==> config.mk <==
export PLATFORM = sky130hd
export DESIGN_NAME = uart_baud_gen
export DESIGN_NICKNAME = d
export VERILOG_FILES = /design/src/rtl/uart_pkg.sv /design/src/rtl/uart_frac_div.sv /design/src/rtl/uart_baud_gen.sv
export SDC_FILE = /design/constraint.sdc
export NUM_CORES = 1
export LEC_CHECK = 0
export CAP_MARGIN = 15
export CORE_MARGIN = 2
export CORE_UTILIZATION = 40
export DETAILED_ROUTE_END_ITERATION = 10
export GPL_TIMING_DRIVEN = 0
export MAX_ROUTING_LAYER = met4
export PLACE_DENSITY = 0.55
export SYNTH_ARGS = -nofsm -noshare
export SYNTH_HDL_FRONTEND = slang
export SYNTH_SLANG_ARGS = --single-unit
==> constraint.sdc <==
create_clock -name clk -period 3.65 [get_ports clk]
set_input_delay 0.9125 -clock clk [delete_from_list [all_inputs] [get_ports clk]]
set_output_delay 0.9125 -clock clk [all_outputs]
set_load 0.005 [all_outputs]
==> src/rtl/uart_pkg.sv <==
// rtl/uart_pkg.sv - shared widths, divisor record and helpers for the baud generator
package uart_pkg;

  // Divisor record widths; uart_baud_gen DIV_W/FRAC_W are kept equal to these
  localparam int BAUD_DIV_W  = 16;
  localparam int BAUD_FRAC_W = 4;

  // Smallest integer divisor the dividers can honour
  localparam int MIN_DIV = 2;

  typedef struct packed {
    logic [BAUD_DIV_W-1:0]  div_int;
    logic [BAUD_FRAC_W-1:0] div_frac;
  } baud_div_t;

  // Width of the oversample counter
  function automatic int os_width(input int oversample);
    return $clog2(oversample);
  endfunction

  // Raise an illegal integer divisor to the minimum
  function automatic baud_div_t clamp_div(input logic [BAUD_DIV_W-1:0]  div_int,
                                          input logic [BAUD_FRAC_W-1:0] div_frac);
    baud_div_t d;
    d.div_int  = (div_int < BAUD_DIV_W'(MIN_DIV)) ? BAUD_DIV_W'(MIN_DIV) : div_int;
    d.div_frac = div_frac;
    return d;
  endfunction

endpackage

==> src/rtl/uart_frac_div.sv <==
// rtl/uart_frac_div.sv - fractional clock divider with oversample counter
module uart_frac_div #(
  parameter int DIV_W  = 16,
  parameter int FRAC_W = 4,
  parameter int OS_W   = 4
) (
  input  logic              clk,
  input  logic              rst,
  input  logic              en,
  input  logic              clr,
  input  logic [DIV_W-1:0]  div_int,
  input  logic [FRAC_W-1:0] div_frac,
  output logic              term,
  output logic              tick,
  output logic              os_wrap,
  output logic [OS_W-1:0]   os
);

  logic [DIV_W-1:0]  cnt;
  logic [FRAC_W-1:0] acc;
  logic              carry;
  logic [DIV_W:0]    last;
  logic [FRAC_W:0]   acc_sum;

  // Last count of this period: div_int + carry - 1 (div_int is never below 2)
  assign last    = {1'b0, div_int} + {{DIV_W{1'b0}}, carry} - {{DIV_W{1'b0}}, 1'b1};
  assign acc_sum = {1'b0, acc} + {1'b0, div_frac};

  // >= so a divisor shrunk mid-period still terminates instead of running past it
  assign term = en & ~clr & ({1'b0, cnt} >= last);

  // Count within the period, step the phase accumulator and oversample counter on wrap
  always_ff @(posedge clk or posedge rst) begin
    if (rst) begin
      cnt     <= '0;
      acc     <= '0;
      carry   <= 1'b0;
      os      <= '0;
      tick    <= 1'b0;
      os_wrap <= 1'b0;
    end else if (!en || clr) begin
      cnt     <= '0;
      acc     <= '0;
      carry   <= 1'b0;
      os      <= '0;
      tick    <= 1'b0;
      os_wrap <= 1'b0;
    end else if (term) begin
      cnt     <= '0;
      acc     <= acc_sum[FRAC_W-1:0];
      carry   <= acc_sum[FRAC_W];
      os      <= os + 1'b1;
      tick    <= 1'b1;
      os_wrap <= &os;
    end else begin
      cnt     <= cnt + 1'b1;
      tick    <= 1'b0;
      os_wrap <= 1'b0;
    end
  end

endmodule

==> src/rtl/uart_baud_gen.sv <==
// rtl/uart_baud_gen.sv - programmable TX/RX baud tick generator
module uart_baud_gen
  import uart_pkg::*;
#(
  parameter int DIV_W        = BAUD_DIV_W,
  parameter int FRAC_W       = BAUD_FRAC_W,
  parameter int OVERSAMPLE   = 16,
  parameter int DEF_DIV_INT  = 27,
  parameter int DEF_DIV_FRAC = 2
) (
  input  logic              clk,
  input  logic              rst,
  input  logic              en,
  input  logic [DIV_W-1:0]  div_int,
  input  logic [FRAC_W-1:0] div_frac,
  input  logic              div_load,
  input  logic              rx_resync,
  output logic              tx_tick,
  output logic              rx_tick,
  output logic              rx_mid,
  output logic              cfg_err
);

  localparam int OS_W = os_width(OVERSAMPLE);
  localparam logic [OS_W-1:0] MID_OS = OS_W'(OVERSAMPLE / 2);
  localparam baud_div_t DEF_DIV = '{div_int: DIV_W'(DEF_DIV_INT), div_frac: FRAC_W'(DEF_DIV_FRAC)};

  baud_div_t act;
  baud_div_t shadow;
  baud_div_t load_val;
  logic      load_bad;
  logic      pending;
  logic      apply;
  logic      mid_armed;

  logic            rx_term;
  logic            rx_os_wrap;
  logic [OS_W-1:0] rx_os;
  logic            tx_term;
  logic            tx_os_tick;
  logic [OS_W-1:0] tx_os;
  logic            unused_div;

  assign load_val = clamp_div(div_int, div_frac);
  assign load_bad = div_int < DIV_W'(MIN_DIV);

  // A pending divisor takes effect at an RX period boundary so RX never sees a split period
  assign apply = pending & rx_term;

  // Active/shadow divisor, pending flag and sticky configuration error
  always_ff @(posedge clk or posedge rst) begin
    if (rst) begin
      act     <= DEF_DIV;
      shadow  <= DEF_DIV;
      pending <= 1'b0;
      cfg_err <= 1'b0;
    end else begin
      if (div_load && load_bad) begin
        cfg_err <= 1'b1;
      end
      if (div_load && !en) begin
        act     <= load_val;
        pending <= 1'b0;
      end else begin
        if (apply) begin
          act <= shadow;
        end
        if (div_load) begin
          shadow  <= load_val;
          pending <= 1'b1;
        end else if (apply) begin
          pending <= 1'b0;
        end
      end
    end
  end

  // Mid-bit strobe is armed by a resync and spent on its first use
  always_ff @(posedge clk or posedge rst) begin
    if (rst) begin
      mid_armed <= 1'b0;
    end else if (!en) begin
      mid_armed <= 1'b0;
    end else if (rx_resync) begin
      mid_armed <= 1'b1;
    end else if (rx_mid) begin
      mid_armed <= 1'b0;
    end
  end

  // After a resync the RX oversample counter first reaches MID_OS on the (OVERSAMPLE/2)-th tick
  assign rx_mid = mid_armed & rx_tick & (rx_os == MID_OS);

  uart_frac_div #(
    .DIV_W  (DIV_W),
    .FRAC_W (FRAC_W),
    .OS_W   (OS_W)
  ) u_tx_div (
    .clk      (clk),
    .rst      (rst),
    .en       (en),
    .clr      (1'b0),
    .div_int  (act.div_int),
    .div_frac (act.div_frac),
    .term     (tx_term),
    .tick     (tx_os_tick),
    .os_wrap  (tx_tick),
    .os       (tx_os)
  );

  uart_frac_div #(
    .DIV_W  (DIV_W),
    .FRAC_W (FRAC_W),
    .OS_W   (OS_W)
  ) u_rx_div (
    .clk      (clk),
    .rst      (rst),
    .en       (en),
    .clr      (rx_resync),
    .div_int  (act.div_int),
    .div_frac (act.div_frac),
    .term     (rx_term),
    .tick     (rx_tick),
    .os_wrap  (rx_os_wrap),
    .os       (rx_os)
  );

  // Divider outputs this block has no use for
  assign unused_div = ^{tx_term, tx_os_tick, tx_os, rx_os_wrap};

endmodule
## Word level (Yosys, flattened, before mapping)

Cells that the tools add are included.

- Word-level logic and storage cells: 79
- Register bits: 95
- Bits of input ports: 25
- Output and inout bits: 4

- Add/subtract/negate cells: 10
- Bitwise operators: 8
- Muxes and demuxes: 29
- Reduce and logical (&&, ||, !) cells: 9
- Magnitude comparators: 3
- Eq/ne operators: 3

Operators by type and width:

| operator | number |
|---|---|
| $mux 16 | 5 |
| $mux 20 | 2 |
| $add 16x1->17 | 2 |
| $ge 16x17->1 | 2 |
| $sub 17x1->17 const B | 2 |
| $add 16x1->16 const B | 2 |
| $mux 4 | 8 |
| $lt 16x2->1 const B | 1 |
| $mux 1 | 14 |
| $add 4x4->5 | 2 |
| $add 4x1->4 const B | 2 |
| $and 1x1->1 | 6 |
| $eq 4x4->1 const B | 1 |
| $reduce_and 4->1 | 1 |
| $reduce_bool 2->1 | 2 |
| $ne 3x1->1 const B | 1 |
| $reduce_bool 3->1 | 1 |
| $logic_and 1x1->1 | 2 |
| $ne 2x1->1 const B | 1 |
| $not 1->1 | 2 |
| $reduce_and 2->1 | 1 |
| $logic_not 1->1 | 1 |
| $logic_or 1x1->1 | 1 |

## Depth between registers and ports, before layout

Gate-level depths: netlist (run 1).

- Depth in word-level cells: 8
- Gate-level depth with buffers: 16
- Mapped depth without buffers: 15

## Modules after synthesis

From an unflattened synthesis (run 1), not the netlist that was laid out.

- Cell total of the unflattened synthesis: 586
- Area, all modules: 6005.8 um2

By module, submodules not included:

| module | times used | cells each | sequential area each (um2) | area each (um2) |
|---|---|---|---|---|
| uart_frac_div (u_rx_div) | 1 | 219 | 675.6 | 2048.2 |
| uart_frac_div (u_tx_div) | 1 | 216 | 675.6 | 1993.2 |
| uart_baud_gen | 1 | 151 | 1088.5 | 1964.4 |

## Least setup slack after synthesis (run 1)

No wires, ideal clock.

- Path kind: reg2reg
- Start: register act[12] in the netlist's numbering
- End: register act[4] in the netlist's numbering
- Path slack: 0.534 ns
- Cell stages (with the launch flop): 17
- Arrival time: 3.035 ns
- Period minus slack after synthesis: 3.116 ns
- Path through: dfrtp_1 -> buf_2 -> nor3_2 -> nand2b_1 -> nor4_1 -> nor2b_1 -> nand2_1 -> xor2_1 -> ha_1 -> nand3_1 -> or2_2 -> o21ai_0 -> a31o_2 -> o2111a_1 -> buf_2 -> a21oi_1 -> a22oi_1

- Cells in the longest elaborated chain, start to end: 6

RTL lines:

| element | line | source |
|---|---|---|
| start, declared | uart_baud_gen.sv:28 | `baud_div_t act;` |
| start signal, assigned | uart_baud_gen.sv:62 | `act <= load_val;` |
| start signal, assigned | uart_baud_gen.sv:66 | `act <= shadow;` |
| $add 16x1->17 | uart_frac_div.sv:26 | `assign last = {1'b0, div_int} + {{DIV_W{1'b0}}, carry} - {{DIV_W{1'b0}}, 1'b1};` |
| $sub 17x1->17 | uart_frac_div.sv:26 |  |
| $ge 16x17->1 | uart_frac_div.sv:30 | `assign term = en & ~clr & ({1'b0, cnt} >= last);` |
| $and 1x1->1 | uart_frac_div.sv:30 |  |
| $and 1x1->1 | uart_baud_gen.sv:48 | `assign apply = pending & rx_term;` |
| $reduce_bool 2->1 (no source line) | n/a |  |

No other way between the ends.
A chain may end at the register's enable or synchronous reset.

## Final worst setup path (run 1)

- Start: register act[12] in the netlist's numbering
- End: register act[17] in the netlist's numbering

Same word-level chain as after synthesis.

==> results of run 1 <==
[critical path: stages (launching register included)]
cell      delay [ns]
dfrtp_1         0.35
buf_2           0.18
nor3_4          0.25
nand2b_4        0.11
nor4_4          0.29
nor2b_4         0.21
nand2_1         0.07
xor2_1          0.15
ha_1            0.30
nand3_1         0.09
or2_2           0.31
o21ai_0         0.18
a31o_2          0.19
o2111a_1        0.23
buf_4           0.21
a21oi_1         0.09
a21oi_1         0.18
[state kept, by name (all words and copies together), names as in the netlist]
signal            flops
act                  20
shadow               20
u_rx_div.cnt         16
u_tx_div.cnt         16
u_rx_div.acc          4
u_rx_div.os           4
u_tx_div.acc          4
u_tx_div.os           4
cfg_err               1
mid_armed             1
pending               1
u_rx_div.carry        1
u_rx_div.tick         1
u_tx_div.carry        1
u_tx_div.os_wrap      1
[layer usage]
metal / global-route usage (%) / vias to the layer above / share of wire (%)
li1: - / 2128 / -
met1: 25.7 / 2094 / 49
met2: 29.9 / 52 / 47
met3: 3.81 / 12 / 2.3
met4: 5.39 / 0 / 1.4
met5: - / - / 0
[Yosys cell counts (all sizes together) (3+ instances only)]
library cell,instances,area (µm²)
nor4,7,50.1
nand2,61,234
nand2b,7,43.8
dfrtp,85,2130
buf,16,88.8
mux2i,6,60.1
mux2,18,203
nor2b,11,68.8
or2,3,18.8
xor2,39,342
nand3,28,140
and3,7,43.8
nand4,8,50.1
nor3,9,50.1
inv,15,56.3
and2,3,18.8
a21oi,52,260
a21o,12,90.1
xnor2,23,201
dfstp,10,263
nor2,74,278
ha,49,613
o21ai,14,73.8
clkbuf,10,37.5
[cells by family after synthesis]
family | count (synthesis) | share of synthesized area [%]
flip-flops | 95 | 42.3
adder cells (fa/ha/maj) | 51 | 11.6
AO/OA/AOI/OAI | 93 | 10.0
XOR/XNOR | 62 | 9.62
buffers and inverters | 41 | 3.24
multiplexers | 24 | 4.65
AND/OR/NAND/NOR | 225 | 18.6
[worst paths after layout]
check,from,to,slack [ns],cells after the start
worst max-delay path,act[12]$_DFFE_PP0P_,act[17]$_DFFE_PP0P_,0.17,16
worst min-delay path,cfg_err$_DFFE_PP0P_,cfg_err$_DFFE_PP0P_,0.48,1
worst max register to register,act[12]$_DFFE_PP0P_,act[17]$_DFFE_PP0P_,0.17,16
worst min register to register,cfg_err$_DFFE_PP0P_,cfg_err$_DFFE_PP0P_,0.48,1
max in group asynchronous,rst,shadow[1]$_DFFE_PP1P_,2.04,3
min in group asynchronous,rst,u_tx_div.cnt[13]$_DFF_PP0_,0.91,2
[stage by stage]
stage	worst slack (ns)	instance area [µm²]	power (mW)	instances	utilization, %
3_3_place_gp	-1.31	6150	1.55	799	44.5
3_5_place_dp	-0.0422	6180	1.56	800	44.7
2_1_floorplan	0.277	5650	1.43	591	-
4_1_cts	0.0151	6490	2.51	818	46.9
6_report	0.169	6570	2.49	821	47.5
5_1_grt	-0.0419	6570	2.61	821	47.5
[power by group through the flow]
| stage | Clock, mW | Combinational, mW | Sequential (mW) |
|---|---|---|---|
| 5_1_grt | 0.999 | 0.413 | 1.20 |
| 2_1_floorplan | 0 | 0.247 | 1.19 |
| 6_report | 0.939 | 0.368 | 1.19 |
| 4_1_cts | 0.963 | 0.365 | 1.18 |
| 3_5_place_dp | 0 | 0.362 | 1.20 |
| 3_3_place_gp | 0 | 0.345 | 1.20 |
[cell type report]
type	instances	area, µm²	share of cell area (%)
Sequential cell	95	2390	36.4
Clock inverter	4	27.5	0.419
Clock buffer	12	267	4.05
Tap cell	180	225	3.43
Multi-Input combinational cell	455	3130	47.6
Inverter	15	58.8	0.895
Timing Repair Buffer	34	345	5.25
Buffer	26	134	2.04
[what timing repair did]
action                     CTS  global route
hold buffers                 0             0
setup endpoints to repair   14            58
setup buffers                2             3
gates resized for setup      0            12
pin swaps                    1             1
==> flow_summary.toml, run 1 <==
[yosys]
yosysSeqAreaShare_pct = 42.3
synth_cells = 591
ys_async_sr_fraction_pct = 100
synth_nets = 667
avgSynthCellArea_um2 = 9.55
synth_area_um2 = 5650
yosysWarnings = 0
yosysUniqueCellTypes = 49
yosys_most_used_dff = "dfrtp_1"
synth_seq_cells = 95
synth_edf_count = 0

[detailed_routing]
avgRoutedWirePerCell_um = 15.9
drt_pass1_iterations = 4
wl_um = 13000
vias = 4286
drtIter0Drc = 238
drc_errors = 0
via_per_inst = 5.22
ant_nets = 0

[timing]
fmax_mhz = 287
relSlewSlack_pct = 55.2
min_period_ns = 3.48
hold_violations = 0
hold_slack_ns = 0.476
finalSetupViolCount = 0
period_share_pct = 95.4
worst_pin_slew_ns = 0.673
slew_violations = 0
rsz0062_at_grt = "true"
clock_skew_ns = 0.0110
finalSetupTns_ns = 0

[finish]
areaGrowthSynthToFinish_pct = 16.4
drive_above_1_share_pct = 12.0
layout_commonest_cell = "dfrtp_1"
fillCellCount = 1333
n_antenna_cell = 0
layout_common_cells = "dfrtp_1 (85), nor2_1 (74), nand2_1 (59)"
nets = 712

[setup_path]
critPathMaxFanout = 10
cp-end-kind = "register"
cp.required_ns = 3.93
critical_path_arrival_ns = 3.76
path_class = "reg2reg"
startpoint_type = "register"

[cts]
clock_latency_ns = 0.36
cts-buffers-inserted = 9
htreeDepth = 3
cts.sinks = 95
cts_root_buffer = "clkbuf_16"
clk_pin_slew_ns = 0.07
tritoncts = "done"
clockBufferDepth = 2

[die]
rows = 43
die_area_um2 = 15100
core_area_um2 = 13800
start_util_pct = 40.8
ios = 29
die_h_um = 123
fp.dieW_um = 123

[pwr]
switchingPower_mw = 0.682
swShare_pct = 27.4
p_clk_share_pct = 37.7
ir_worst_vdd_mv = 0.217
leakagePower_nw = 3.03
intPower_mw = 1.81
combinationalPowerShare_pct = 14.7
power_density_nw_per_um2 = 379
p_seq_share_pct = 47.6

[global_route]
antenna_found_initial = 0
grt_max_degree = 65
grt_overflow = 0
grt_pass1_wl_um = 21800
track_usage_pct = 19.3
grt_pass1_vias = 4259

[status]
status = "finished clean"

[place]
port-buffer-count = 28
hpwl_um = 9810
gp_congestion = 0.837

[flow_run]
maxCapViolCount = 0

[hold_path]
hp-class = "reg2reg"
Power figures use the tool's default switching activity.
==> run 2: changes to the inputs <==
- CORE_MARGIN: 2 -> not set
==> flow_summary.toml, run 2 (synthesis gave the netlist of run 1 again) <==
[finish]
layout_common_cells = "dfrtp_1 (84), nor2_1 (74), nand2_1 (59)"
nets = 710
fin_area_um2 = 6600
n_antenna_cell = 0
fillCellCount = 1331
areaGrowthSynthToFinish_pct = 16.9
reg_top3 = "act x20, shadow x20"
layout_commonest_cell = "dfrtp_1"
drive_above_1_share_pct = 12.2
final_cells = 819

[detailed_routing]
drt_pass1_iterations = 4
drc_errors = 0
wl_um = 13100
avgRoutedWirePerCell_um = 16.0
ant_nets = 0
drtIter0Drc = 282
vias = 4271
via_per_inst = 5.21

[place]
dpl.cell_count = 800
port-buffer-count = 28
place_area_um2 = 6180
hpwl_um = 9910
gp_congestion = 0.810

[timing]
fmax_mhz = 288
finalSetupViolCount = 0
relSlewSlack_pct = 57.9
slew_violations = 0
period_share_pct = 95.1
hold_violations = 0
rsz0062_at_grt = "true"
clock_skew_ns = 0.00970
worst_pin_slew_ns = 0.632
min_period_ns = 3.47

[global_route]
antenna_found_initial = 0
grt_overflow = 0
track_usage_pct = 19.8
grt_pass1_wl_um = 21700
grt_max_degree = 67
grt_pass1_vias = 4287

[pwr]
finalPower_mw = 2.59
ir_worst_vdd_mv = 0.255
leakagePower_nw = 3.03
power_density_nw_per_um2 = 392

[cts]
htreeDepth = 3
clockBufferDepth = 2
clk_pin_slew_ns = 0.07
clock_latency_ns = 0.35
tritoncts = "done"
cts-buffers-inserted = 9
cts_root_buffer = "clkbuf_16"
cts.sinks = 95

[setup_path]
critPathMaxFanout = 10
startpoint_type = "register"
r2r_cells = 16
path_class = "reg2reg"
regToRegStartpoint = "act[11]$_DFFE_PP0P_"
r2r_slack_ns = 0.18
cp.required_ns = 3.92
r2r-end = "act[16]$_DFFE_PP0P_"
critical_path_arrival_ns = 3.74
crit_end = "act[16]$_DFFE_PP0P_"
cp-end-kind = "register"
startpoint = "act[11]$_DFFE_PP0P_"

[status]
status = "finished clean"

[die]
fp.dieW_um = 121
rows = 43
ios = 29
start_util_pct = 40.8
die_area_um2 = 14600
core_area_um2 = 13800
die_h_um = 121

[hold_path]
hp-class = "reg2reg"
whs_path_depth = 1

[flow_run]
maxCapViolCount = 0
-- run 2: critical path: stages, from the launching register on --
cell and delay, ns:
dfrtp_1 0.35, buf_2 0.19, nor3_4 0.26, nand2b_4 0.10
nor4_4 0.28, buf_4 0.17, nand3_1 0.09, xor2_1 0.18
ha_1 0.31, nand3_1 0.10, or2_2 0.32, o21ai_1 0.15
a31o_2 0.18, o2111a_1 0.23, buf_4 0.20, a21oi_1 0.09
a21oi_1 0.17
-- run 2: layer usage --
| metal | global-route usage (%) | part of all wire, % |
|---|---|---|
| met5 | - | 0 |
| met2 | 31.0 | 47 |
| met4 | 6.25 | 1.5 |
| met3 | 3.44 | 2.3 |
| met1 | 26.3 | 49 |
-- run 2: layout make-up --
| type | count | area (µm²) | area share, % |
|---|---|---|---|
| inverters | 15 | 58.8 | 0.891 |
| clock inverters | 5 | 82.6 | 1.25 |
| plain buffers | 25 | 130 | 1.97 |
| clock buffers | 11 | 243 | 3.68 |
| multi-input cells | 455 | 3130 | 47.5 |
| flip-flops and latches | 95 | 2390 | 36.2 |
| well taps | 180 | 225 | 3.41 |
| repair buffers | 33 | 338 | 5.12 |
-- run 2: what timing repair did --
action	in CTS	in global routing
hold buffers	0	0
setup buffers	2	2
pin swaps	1	2
gates resized for setup	0	17
endpoints found under the setup margin	15	65
-- run 2: how the worst min path moves through the flow --
stage                                     start               endpoint  slack, ns
after global routing      shadow[5]$_DFFE_PP1P_  shadow[5]$_DFFE_PP1P_       0.51
after global placement      cfg_err$_DFFE_PP0P_    cfg_err$_DFFE_PP0P_       0.46
final                       cfg_err$_DFFE_PP0P_    cfg_err$_DFFE_PP0P_       0.47
after CTS                    act[4]$_DFFE_PP1P_     act[4]$_DFFE_PP1P_       0.48
after detailed placement    cfg_err$_DFFE_PP0P_    cfg_err$_DFFE_PP0P_       0.47
after floorplan             cfg_err$_DFFE_PP0P_    cfg_err$_DFFE_PP0P_       0.45
-- run 2: stage by stage --
step	TNS, ns	worst slack (ns)	hold WS, ns	util, %
6_report	0	0.178	0.471	47.8
5_1_grt	-1.33	-0.0866	0.506	47.8
4_1_cts	0	0.00137	0.481	47.2
3_5_place_dp	-0.451	-0.0589	0.470	44.7
3_3_place_gp	-108.95	-1.26	0.458	44.5
2_1_floorplan	0	0.277	0.451	-
-- run 2: power breakdown --
group / switching, mW / internal, mW
combinational: 0.205 / 0.160
sequential: 0.0579 / 1.13
clock: 0.412 / 0.621
total: 0.675 / 1.91
==> run 3: changes to the inputs <==
- CAP_MARGIN: 15 -> not set
==> flow_summary.toml, run 3 (synthesis gave the netlist of run 1 again) <==
[status]
status = "finished clean"

[setup_path]
path_class = "reg2reg"
crit_buf_inv = 3
r2r_slack_ns = 0.18
slowest_stage = "dfrtp_1"
crit_path_max_incr_delay_ns = 0.35
r2r_cells = 16
critical_path.top_delay_family = "simple AND/OR/NAND/NOR gates"
critPathMaxFanout = 10
cp.required_ns = 3.92
cp-end-kind = "register"
startpoint_type = "register"
r2r-end = "act[16]$_DFFE_PP0P_"
path_cells = "buf_2, nor3_4, nand2b_4, nor4_4, buf_4, nand3_1, xor2_1, ha_1, nand3_1, or2_2, o21ai_1, a31o_2, o2111a_1, buf_4, a21oi_1, a21oi_1"
critical_path_arrival_ns = 3.74
regToRegStartpoint = "act[11]$_DFFE_PP0P_"

[flow_run]
maxCapViolCount = 0

[hold_path]
hp-class = "reg2reg"
hold_end = "cfg_err$_DFFE_PP0P_"
whs_path_depth = 1
hp-start = "cfg_err$_DFFE_PP0P_"

[die]
core_area_um2 = 13800
ios = 29
rows = 43
fp.dieW_um = 121
die_area_um2 = 14600
start_util_pct = 40.8
die_h_um = 121

[timing]
slew_violations = 0
fmax_mhz = 288
clock_skew_ns = 0.00970
period_share_pct = 95.1
hold_violations = 0
worst_pin_slew_ns = 0.632
relSlewSlack_pct = 57.9
finalSetupViolCount = 0
min_period_ns = 3.47
rsz0062_at_grt = "true"

[cts]
cts_root_buffer = "clkbuf_16"
cts-buffers-inserted = 9
clk_pin_slew_ns = 0.07
clockBufferDepth = 2
clock_latency_ns = 0.35
htreeDepth = 3
tritoncts = "done"
holdBufCountCts = 0
cts.sinks = 95

[global_route]
grt_pass1_wl_um = 21700
grt.busiest_layer = "met2"
use_met1_pct = 26.3
track_usage_pct = 19.8
grt_max_degree = 67
grtUsageMet2_pct = 31.0
grt_overflow = 0
antenna_found_initial = 0
grt_use_met3_pct = 3.44
grt_pass1_vias = 4287

[detailed_routing]
vias = 4271
avgRoutedWirePerCell_um = 16.0
wl_um = 13100
ant_nets = 0
drc_errors = 0
drtIter0Drc = 282
via_per_inst = 5.21
drt_pass1_iterations = 4

[finish]
final_core_util_pct = 47.8
n_antenna_cell = 0
layout_commonest_cell = "dfrtp_1"
fillCellCount = 1331
fin_area_um2 = 6600
areaGrowthSynthToFinish_pct = 16.9
nets = 710
layout_common_cells = "dfrtp_1 (84), nor2_1 (74), nand2_1 (59)"
reg_top3 = "act x20, shadow x20"
drive_above_1_share_pct = 12.2

[place]
place_area_um2 = 6180
port-buffer-count = 28
gp_congestion = 0.810
hpwl_um = 9910

[pwr]
power_density_nw_per_um2 = 392
leakagePower_nw = 3.03
ir_worst_vdd_mv = 0.255
[run 3: cell counts in the layout (fill, tap and decap cells not counted)]
Identical to the previous run, type by type.
[run 3: cell type report]
cell class                      count  area, µm²  share of cell area [%]
Multi-Input combinational cell    455       3130                    47.5
Clock inverter                      5       82.6                    1.25
Sequential cell                    95       2390                    36.2
Tap cell                          180        225                    3.41
Timing Repair Buffer               33        338                    5.12
Clock buffer                       11        243                    3.68
Inverter                           15       58.8                   0.891
Buffer                             25        130                    1.97
[run 3: routing by layer]
layer / wire, µm / up-vias / share of wire [%]
met2: 6180 / 59 / 47
li1: - / 2118 / -
met3: 297 / 16 / 2.3
met5: 0 / - / 0
met1: 6420 / 2078 / 49
met4: 197 / 0 / 1.5
[run 3: through the flow]
stage	cells	worst slack [ns]	hold slack, ns	TNS [ns]	power [mW]
finish	819	0.178	0.471	0	2.59
global route	819	-0.0866	0.506	-1.33	2.71
CTS	818	0.00137	0.481	0	2.61
detailed placement	800	-0.0589	0.470	-0.451	1.56
global placement	799	-1.26	0.458	-108.95	1.55
floorplan	591	0.277	0.451	0	1.43
[run 3: how the worst max path moves through the flow]
stage	depth (start not counted)	from	slack [ns]	endpoint
after floorplan	1	rst	0.28	act[0]$_DFFE_PP0P_
after global placement	2	rst	-1.26	u_rx_div.os[1]$_DFFE_PP0P_
after detailed placement	15	act[9]$_DFFE_PP0P_	-0.06	u_tx_div.cnt[11]$_DFF_PP0_
after CTS	16	act[12]$_DFFE_PP0P_	0.001	act[17]$_DFFE_PP0P_
after global routing	16	act[11]$_DFFE_PP0P_	-0.09	act[16]$_DFFE_PP0P_
final	16	act[11]$_DFFE_PP0P_	0.18	act[16]$_DFFE_PP0P_
[run 3: what timing repair did]
action                                  4_1_cts  5_1_grt
setup buffers                                 2        2
cloned                                        0        0
endpoints found under the setup margin       15       65
endpoints found under the hold margin         0        0
pin swaps                                     1        2
resized for setup                             0       17
[run 3: worst reg2reg max path, delay by kind of cell (launching register included)]
kind	cells	cell delay, ns
AND/OR/NAND/NOR	6	1.15
AO/OA/AOI/OAI	5	0.82
XOR/XNOR	1	0.18
flip-flops	1	0.35
buffers and inverters	3	0.56
adder cells (fa/ha/maj)	1	0.31
[run 3: where the power goes]
group	leakage, nW	internal, mW	switching [mW]
logic	1.67	0.160	0.205
registers	1.21	1.13	0.0579
clock network	0.160	0.621	0.412
